File: src/rtl/a2d_pkg.sv
// a2d_pkg: shared types and widths for the A2D scan scheduler.
//   CH_W          - width of an A2D channel select
//   RES_W         - width of an A2D conversion result
//   sched_state_t - scheduler FSM states
//   conv_kind_t   - origin of the conversion in flight
package a2d_pkg;
    localparam int CH_W  = 3;
    localparam int RES_W = 12;
    typedef enum logic [1:0] {IDLE, ISSUE, CONV} sched_state_t;
    typedef enum logic {SCAN, ONESHOT} conv_kind_t;
endpackage

File: src/rtl/a2d_period_tmr.sv
// a2d_period_tmr: free-running down-counter that pulses o_trig once every PERIOD_CYC clocks.
//   clk    - system clock
//   rst    - asynchronous active-high reset, loads PERIOD_CYC-1
//   o_trig - one-cycle pulse while the count sits at zero
module a2d_period_tmr #(
    parameter int PERIOD_CYC = 50000
) (
    input  logic clk,
    input  logic rst,
    output logic o_trig
);
    localparam int CW = $clog2(PERIOD_CYC);
    localparam logic [CW-1:0] LOAD = CW'(PERIOD_CYC - 1);

    logic [CW-1:0] r_cnt;

    always_ff @(posedge clk or posedge rst) begin
        if (rst)
            r_cnt <= LOAD;
        else
            r_cnt <= (r_cnt == '0) ? LOAD : r_cnt - 1'b1;
    end

    assign o_trig = (r_cnt == '0);
endmodule

File: src/rtl/a2d_scan_sched.sv
// a2d_scan_sched: shares one A2D SPI interface between periodic round-robin scans and one-shot requests.
//   clk, rst                  - system clock, asynchronous active-high reset
//   i_en_mask                 - per-channel scan enable, latched at each scan start
//   i_req/i_req_chnl          - one-shot request (level) and its channel
//   o_req_ack/o_req_res       - one-shot completion pulse and result
//   i_rd_chnl/o_rd_res        - combinational readback of the stored scan results
//   o_scan_done               - pulse when the last channel of a scan completes
//   o_ovr/i_clr_ovr           - sticky overrun flag and its clear
//   o_strt_cnv/o_chnnl        - conversion start and channel to the A2D interface
//   i_cnv_cmplt/i_res         - conversion complete and result from the A2D interface
module a2d_scan_sched
    import a2d_pkg::*;
#(
    parameter int NUM_CH     = 8,
    parameter int PERIOD_CYC = 50000
) (
    input  logic              clk,
    input  logic              rst,
    input  logic [NUM_CH-1:0] i_en_mask,
    input  logic              i_req,
    input  logic [CH_W-1:0]   i_req_chnl,
    output logic              o_req_ack,
    output logic [RES_W-1:0]  o_req_res,
    input  logic [CH_W-1:0]   i_rd_chnl,
    output logic [RES_W-1:0]  o_rd_res,
    output logic              o_scan_done,
    output logic              o_ovr,
    input  logic              i_clr_ovr,
    output logic              o_strt_cnv,
    output logic [CH_W-1:0]   o_chnnl,
    input  logic              i_cnv_cmplt,
    input  logic [RES_W-1:0]  i_res
);
    sched_state_t      r_state;
    conv_kind_t        r_kind;
    logic [NUM_CH-1:0] r_scan_mask;
    logic              r_scan_active;
    logic [CH_W:0]     r_ptr;
    logic              r_ovr;
    logic              r_strt_cnv;
    logic [CH_W-1:0]   r_chnnl;
    logic [RES_W-1:0]  r_req_res;
    logic [RES_W-1:0]  r_res [NUM_CH];

    logic              w_trig;
    logic              w_cnv_end;
    logic              w_found;
    logic              w_more;
    logic [CH_W-1:0]   w_sel;

    a2d_period_tmr #(.PERIOD_CYC(PERIOD_CYC)) u_tmr (
        .clk    (clk),
        .rst    (rst),
        .o_trig (w_trig)
    );

    // w_sel: lowest enabled channel at or above the scan pointer.
    // w_more: some enabled channel lies above the one currently converting.
    always_comb begin
        w_sel   = '0;
        w_found = 1'b0;
        w_more  = 1'b0;
        for (int i = NUM_CH - 1; i >= 0; i--) begin
            if (r_scan_mask[i] && i >= int'(r_ptr)) begin
                w_sel   = CH_W'(i);
                w_found = 1'b1;
            end
            if (r_scan_mask[i] && i > int'(r_chnnl))
                w_more = 1'b1;
        end
    end

    assign w_cnv_end   = (r_state == CONV) && i_cnv_cmplt;
    assign o_req_ack   = w_cnv_end && (r_kind == ONESHOT);
    assign o_scan_done = w_cnv_end && (r_kind == SCAN) && !w_more;
    // The fresh result is forwarded during the acknowledge cycle itself.
    assign o_req_res   = o_req_ack ? i_res : r_req_res;
    assign o_rd_res    = (int'(i_rd_chnl) < NUM_CH) ? r_res[i_rd_chnl] : '0;
    assign o_ovr       = r_ovr;
    assign o_strt_cnv  = r_strt_cnv;
    assign o_chnnl     = r_chnnl;

    always_ff @(posedge clk or posedge rst) begin
        if (rst) begin
            r_state       <= IDLE;
            r_kind        <= SCAN;
            r_scan_mask   <= '0;
            r_scan_active <= 1'b0;
            r_ptr         <= '0;
            r_ovr         <= 1'b0;
            r_strt_cnv    <= 1'b0;
            r_chnnl       <= '0;
            r_req_res     <= '0;
        end else begin
            r_strt_cnv <= (r_state == ISSUE);
            // A new overrun beats a simultaneous clear.
            r_ovr <= (w_trig && r_scan_active) || (r_ovr && !i_clr_ovr);
            if (w_trig && !r_scan_active && |i_en_mask) begin
                r_scan_mask   <= i_en_mask;
                r_scan_active <= 1'b1;
                r_ptr         <= '0;
            end
            case (r_state)
                IDLE: begin
                    if (i_req) begin
                        r_chnnl <= i_req_chnl;
                        r_kind  <= ONESHOT;
                        r_state <= ISSUE;
                    end else if (r_scan_active && w_found) begin
                        r_chnnl <= w_sel;
                        r_kind  <= SCAN;
                        r_state <= ISSUE;
                    end
                end
                ISSUE: r_state <= CONV;
                CONV: begin
                    if (i_cnv_cmplt) begin
                        r_state <= IDLE;
                        if (r_kind == ONESHOT) begin
                            r_req_res <= i_res;
                        end else begin
                            r_ptr <= (CH_W+1)'(r_chnnl) + 1'b1;
                            if (!w_more)
                                r_scan_active <= 1'b0;
                        end
                    end
                end
                default: r_state <= IDLE;
            endcase
        end
    end

    always_ff @(posedge clk or posedge rst) begin
        if (rst) begin
            for (int i = 0; i < NUM_CH; i++)
                r_res[i] <= '0;
        end else if (w_cnv_end && r_kind == SCAN) begin
            r_res[r_chnnl] <= i_res;
        end
    end
endmodule

File: config.mk
export PLATFORM = sky130hd
export DESIGN_NAME = a2d_scan_sched
export DESIGN_NICKNAME = d
export VERILOG_FILES = /design/src/rtl/a2d_pkg.sv /design/src/rtl/a2d_period_tmr.sv /design/src/rtl/a2d_scan_sched.sv
export SDC_FILE = /design/constraint.sdc
export NUM_CORES = 1
export LEC_CHECK = 0
export BUFFER_PORTS_ARGS = -buffer_cell sky130_fd_sc_hd__buf_2
export CAP_MARGIN = 40
export CORE_MARGIN = 2
export CORE_UTILIZATION = 64
export CTS_CLUSTER_SIZE = 40
export DETAILED_ROUTE_END_ITERATION = 7
export PLACE_DENSITY_LB_ADDON = 0.1
export SLEW_MARGIN = 20
export SYNTH_ARGS = -nofsm -noshare
export SYNTH_HDL_FRONTEND = slang
export SYNTH_SLANG_ARGS = --single-unit
File: constraint.sdc
create_clock -name clk -period 9.1 [get_ports clk]
set_clock_uncertainty 0.1 [all_clocks]
set_input_delay 1.365 -clock clk [delete_from_list [all_inputs] [get_ports clk]]
set_output_delay 1.365 -clock clk [all_outputs]
set_load 0.02 [all_outputs]
Word level (Yosys, flattened, before mapping). Index checks and enable logic that the tools add are counted.

Register bits after elaboration: 145. Latch bits: 0. Memory bits (writable): 0. Bits in read-only memories: 0. Bits of input ports: 31. Word-level logic and storage cells: 129. Memories kept: 0.

Add/sub/neg operators: 2. Multipliers: 0. Divide/modulo/power cells: 0. Order comparisons: 18. Equal/unequal tests: 4. Shift-type cells: 0. Mux-type cells: 48. Bitwise logic cells: 3. Reductions and logical operators: 36.

Operators by type and width (number): $bwmux 96 (1); $mux 12 (4); $bmux 12 s3 (1); $demux 12 s3 (1); $mux 3 (10); $logic_and 1x1->1 (25); $mux 1 (22); $ge 3x4->1 const A (4); $logic_not 16->1 (1); $mux 16 (1); $mux 4 (4); $sub 16x1->16 const B (1); $gt 3x3->1 const A (4); $ge 1x4->1 const A (2); $ge 2x4->1 const A (2); $ge 4x4->1 const B (2); $not 3->4 (2); $reduce_or 8->1 (1); $gt 2x3->1 const A (2); $mux 2 (3); $pmux 2 s3 (1); $add 3x1->4 const B (1); $lt 4x1->1 const B (1); $reduce_and 2->1 (2); other kinds (11) (13).

Logic depth before layout (Yosys ltp).
Depth in word-level cells: 14. Gate-level depth with buffers: 7. Gate-level depth less buffers: 7.

By module. A second synthesis with hierarchy kept.

Cell total of the unflattened synthesis: 543. Area, all modules: 7009.2 um^2.

Modules (own cells, without submodules): a2d_scan_sched (times used 1, cells each 448, area each 6088.3 um^2); a2d_period_tmr (times used 1, cells each 95, area each 920.9 um^2).

Least setup slack after synthesis. No wires, ideal clock.

Path type: in2out. From: input port i_rd_chnl[0]. To: output port o_rd_res[0]. Data arrival time: 2.828 ns. Data required time: 7.635 ns. Slack: 4.807 ns. Stages: 4. Cell sequence: clkbuf_1 -> buf_2 -> mux4_2 -> mux2_2.

Word-level cells in the longest chain between the ends: 4.

RTL lines: start, declared (line a2d_scan_sched.sv:24) `input logic [CH_W-1:0] i_rd_chnl,`; $not 3->4 (implied by the code) (line a2d_scan_sched.sv:78) `assign o_rd_res = (int'(i_rd_chnl) < NUM_CH) ? r_res[i_rd_chnl] : '0;`; $bmux 12 s3 (line a2d_scan_sched.sv:78); $mux 12 (implied by the code) (2 in a row) (line a2d_scan_sched.sv:78); end, declared (line a2d_scan_sched.sv:25) `output logic [RES_W-1:0] o_rd_res,`.

No other way between the ends. The select of a mux whose other input is x is not followed.

Worst setup path in the final report.
From: input port i_cnv_cmplt. To: output port o_req_res[1].

Word-level cells in the longest chain between the ends: 3.

RTL lines: start, declared (line a2d_scan_sched.sv:31) `input logic i_cnv_cmplt,`; $logic_and 1x1->1 (line a2d_scan_sched.sv:73) `assign w_cnv_end = (r_state == CONV) && i_cnv_cmplt;`; $logic_and 1x1->1 (line a2d_scan_sched.sv:74) `assign o_req_ack = w_cnv_end && (r_kind == ONESHOT);`; $mux 12 (line a2d_scan_sched.sv:77) `assign o_req_res = o_req_ack ? i_res : r_req_res;`; end, declared (line a2d_scan_sched.sv:23) `output logic [RES_W-1:0] o_req_res,`.

No other way between the ends.

==> results.sh <==
export IMPL_layout_commonest_cell="dfrtp_1"
export IMPL_ys_top_cells_by_area="dfrtp_1 50%, mux2_2 18%, mux4_2 7.9%, nand2_1 3.8%, dfstp_2 3.5%"
export IMPL_multi_input_area_sq_um=3050
export IMPL_insertion_delay_ps=530
export IMPL_leakage_nw=3.78
export IMPL_io_buffers=61
export IMPL_reg2regPathDepth=5
export IMPL_synth_top_cell_area_share=0.499
export IMPL_setup_viol=0
export IMPL_drive_above_1_share=0.432
export IMPL_final_hold_viol_count=0
export IMPL_p_total_mw=2.35
export IMPL_arrival_ps=3180
export IMPL_crit_chain="buf_2 -> nand4b_1 -> inv_1 -> nand2_1 -> nand2_1 -> buf_2"
export IMPL_outcome="finished, final reports clean"
export IMPL_final_util=0.764
export IMPL_root_buffer="clkbuf_8"
export IMPL_period_share=0.510
export IMPL_postCtsSetupRepairBufs=0
export IMPL_cts_resized_gates=0
export IMPL_critical_path_startpoint="i_cnv_cmplt"
export IMPL_holdCritStartpoint="u_tmr.r_cnt[0]"
export IMPL_end_kind="output pin"
export IMPL_final_cell_mix="136 x dfrtp_1, 108 x mux2_2, 70 x nand2_1"
export IMPL_async_flop_share=1.00
export IMPL_area_growth_pct=15.5
export IMPL_final_cells=736
export IMPL_ys_ff_latch=145
export IMPL_slew_headroom=0.441
export IMPL_power_density_nw_per_um2=297
export IMPL_crit_path_max_fanout=13
export IMPL_die_area_sq_um=11500
export IMPL_via_per_inst=5.92
export IMPL_path_class="primary input to output pin"
export IMPL_wirelength_mm=14.0
export IMPL_syn_area_sq_um=6830
export IMPL_antenna_left=0
export IMPL_crit_required_ps=7640
export IMPL_syn_nets=559
export IMPL_peakVddDrop_mv=0.215
export IMPL_num_vias=4357
export IMPL_slew_violations=0
export IMPL_fin_setup_tns_ps=0
export IMPL_max_freq_ghz=0.215
export IMPL_synth_warnings=0
export IMPL_grt_overflow_total=0
export IMPL_worstHoldPathCells=1
export IMPL_grt_pass1_wl_mm=23.1
export IMPL_ys_seq_area_frac=0.533
export IMPL_rows=37
export IMPL_syn_inst=522
export IMPL_n_fill_cell=630
export IMPL_drt_iter0_drc=279
export IMPL_die_x_microns=107
export IMPL_htree_num_levels=4
export IMPL_wl_per_cell_microns=19.1
export IMPL_dpl_hpwl_mm=8.87
export IMPL_reg2reg_from="u_tmr.r_cnt[11]"
export IMPL_period_minus_slack_ps=4640
export IMPL_clkSinkCount=145
export IMPL_reg2reg_to="r_scan_mask[7]"
export IMPL_worst_pin_slew_ps=836
export IMPL_drc_errors=0
export IMPL_drt_first_pass_iters=4
export IMPL_routabilityCongestion=0.817
export IMPL_grt_setup_unrepaired="false"
export IMPL_track_usage=0.269
export IMPL_antenna_found_initial=0
export IMPL_fin_nets=624
export IMPL_cts_tree="yes"
export IMPL_pin_count=62
export IMPL_ff2ff_setup_slack_ps=6490
export IMPL_crit_slowest_cell="inv_1"
export IMPL_hold_buffers=0
export IMPL_synth_edf_count=0
export IMPL_startpoint_type="primary input"
export IMPL_min_to="u_tmr.r_cnt[0]"
export IMPL_grt_max_degree=86
export IMPL_chipHeight_microns=107
export IMPL_core_area_sq_um=10300
export IMPL_postSynthAreaPerCell_sq_um=13.1
export IMPL_cts_max_path_buffers=2
export IMPL_register_area_sq_um=3640
export IMPL_worstHoldPathType="flop to flop"
export IMPL_cts_buffers=17
export IMPL_start_util=0.661
export IMPL_yosysUniqueCellTypes=53
export IMPL_antennaDiodeCount=0
export IMPL_max_cap_violations=0
export IMPL_grt_pass1_vias=4469
export IMPL_yosys_area_top_type="dfrtp_1"
export IMPL_synth_flop_cell="dfrtp_1"
export IMPL_slowest_delay_ps=730
export IMPL_placedCellCount=703
export IMPL_clk_pin_slew_worst_paths_ps=60
==> routing by layer <==
layer,track usage,part of all wire
met3,0.0684,0.049
met2,0.422,0.50
met1,0.367,0.44
met5,0,0
met4,0.0974,0.014
==> final cells by class <==
cell class	instances	share of cell area
Sequential cell	145	0.462
Inverter	13	0.00682
Tap cell	136	0.0216
Timing Repair Buffer	69	0.0484
Multi-Input combinational cell	341	0.386
Clock buffer	19	0.0547
Clock inverter	13	0.0206
==> how the worst max path moves through the flow <==
| stage | endpoint | slack, ps | cells past startpoint |
|---|---|---|---|
| finish | o_req_res[1] | 4460 | 6 |
| detailed placement | o_req_res[0] | 4510 | 6 |
| global placement | o_req_res[10] | 4500 | 6 |
| CTS | o_req_res[0] | 4470 | 6 |
| global route | o_req_res[1] | 4310 | 6 |
| floorplan | o_chnnl[0] | 3760 | 1 |
==> critical path, delay by kind of cell <==
kind	cells	cell delay (ps)
buffers and inverters	3	990
and+or+nand+nor	3	820
==> Yosys cell counts (3+ instances only) <==
cell type	count
nor4_1	3
buf_1	3
or4_1	3
nor2_1	25
a21oi_1	5
nor2b_1	5
dfstp_2	9
a211oi_1	4
buf_2	7
o21ai_0	11
o31ai_1	4
nand2_1	70
inv_1	13
clkbuf_1	11
xnor2_1	10
ha_1	6
dfrtp_1	136
o21a_1	3
nor3b_1	3
nand2b_1	3
nand3_1	4
mux2_2	108
nor3_1	8
mux2_4	6
mux4_2	24
==> registers in the layout (all words and copies together) (netlist names) <==
| name | count |
|---|---|
| r_scan_mask | 8 |
| o_strt_cnv | 1 |
| o_ovr | 1 |
| r_state | 2 |
| r_scan_active | 1 |
| o_chnnl | 3 |
| u_tmr.r_cnt | 16 |
| r_kind | 1 |
| r_ptr | 4 |
| r_req_res | 12 |
| r_res | 96 |
==> stage by stage <==
stage	area, sq um	hold slack, ps	setup WS (ps)
6_report	7890	372	4460
3_5_place_dp	7280	357	4510
4_1_cts	7870	375	4470
3_3_place_gp	7260	354	4500
2_1_floorplan	6830	339	3760
5_1_grt	7890	399	4310
==> where the power goes <==
group          total (mW)  switching (mW)  internal, mW  leakage, nW
clock               0.685           0.261         0.424        0.272
sequential           1.01           0.144         0.866         1.86
combinational       0.650           0.306         0.345         1.64
total                2.35           0.711          1.63         3.78
==> cell families after synthesis <==
logic type,synth area share
mux,0.274
buf+inv,0.0227
fa+ha+maj,0.0110
compound gates,0.0412
flops,0.533
xor+xnor,0.0154
simple gates,0.102
(Power assumes the default switching activity.)
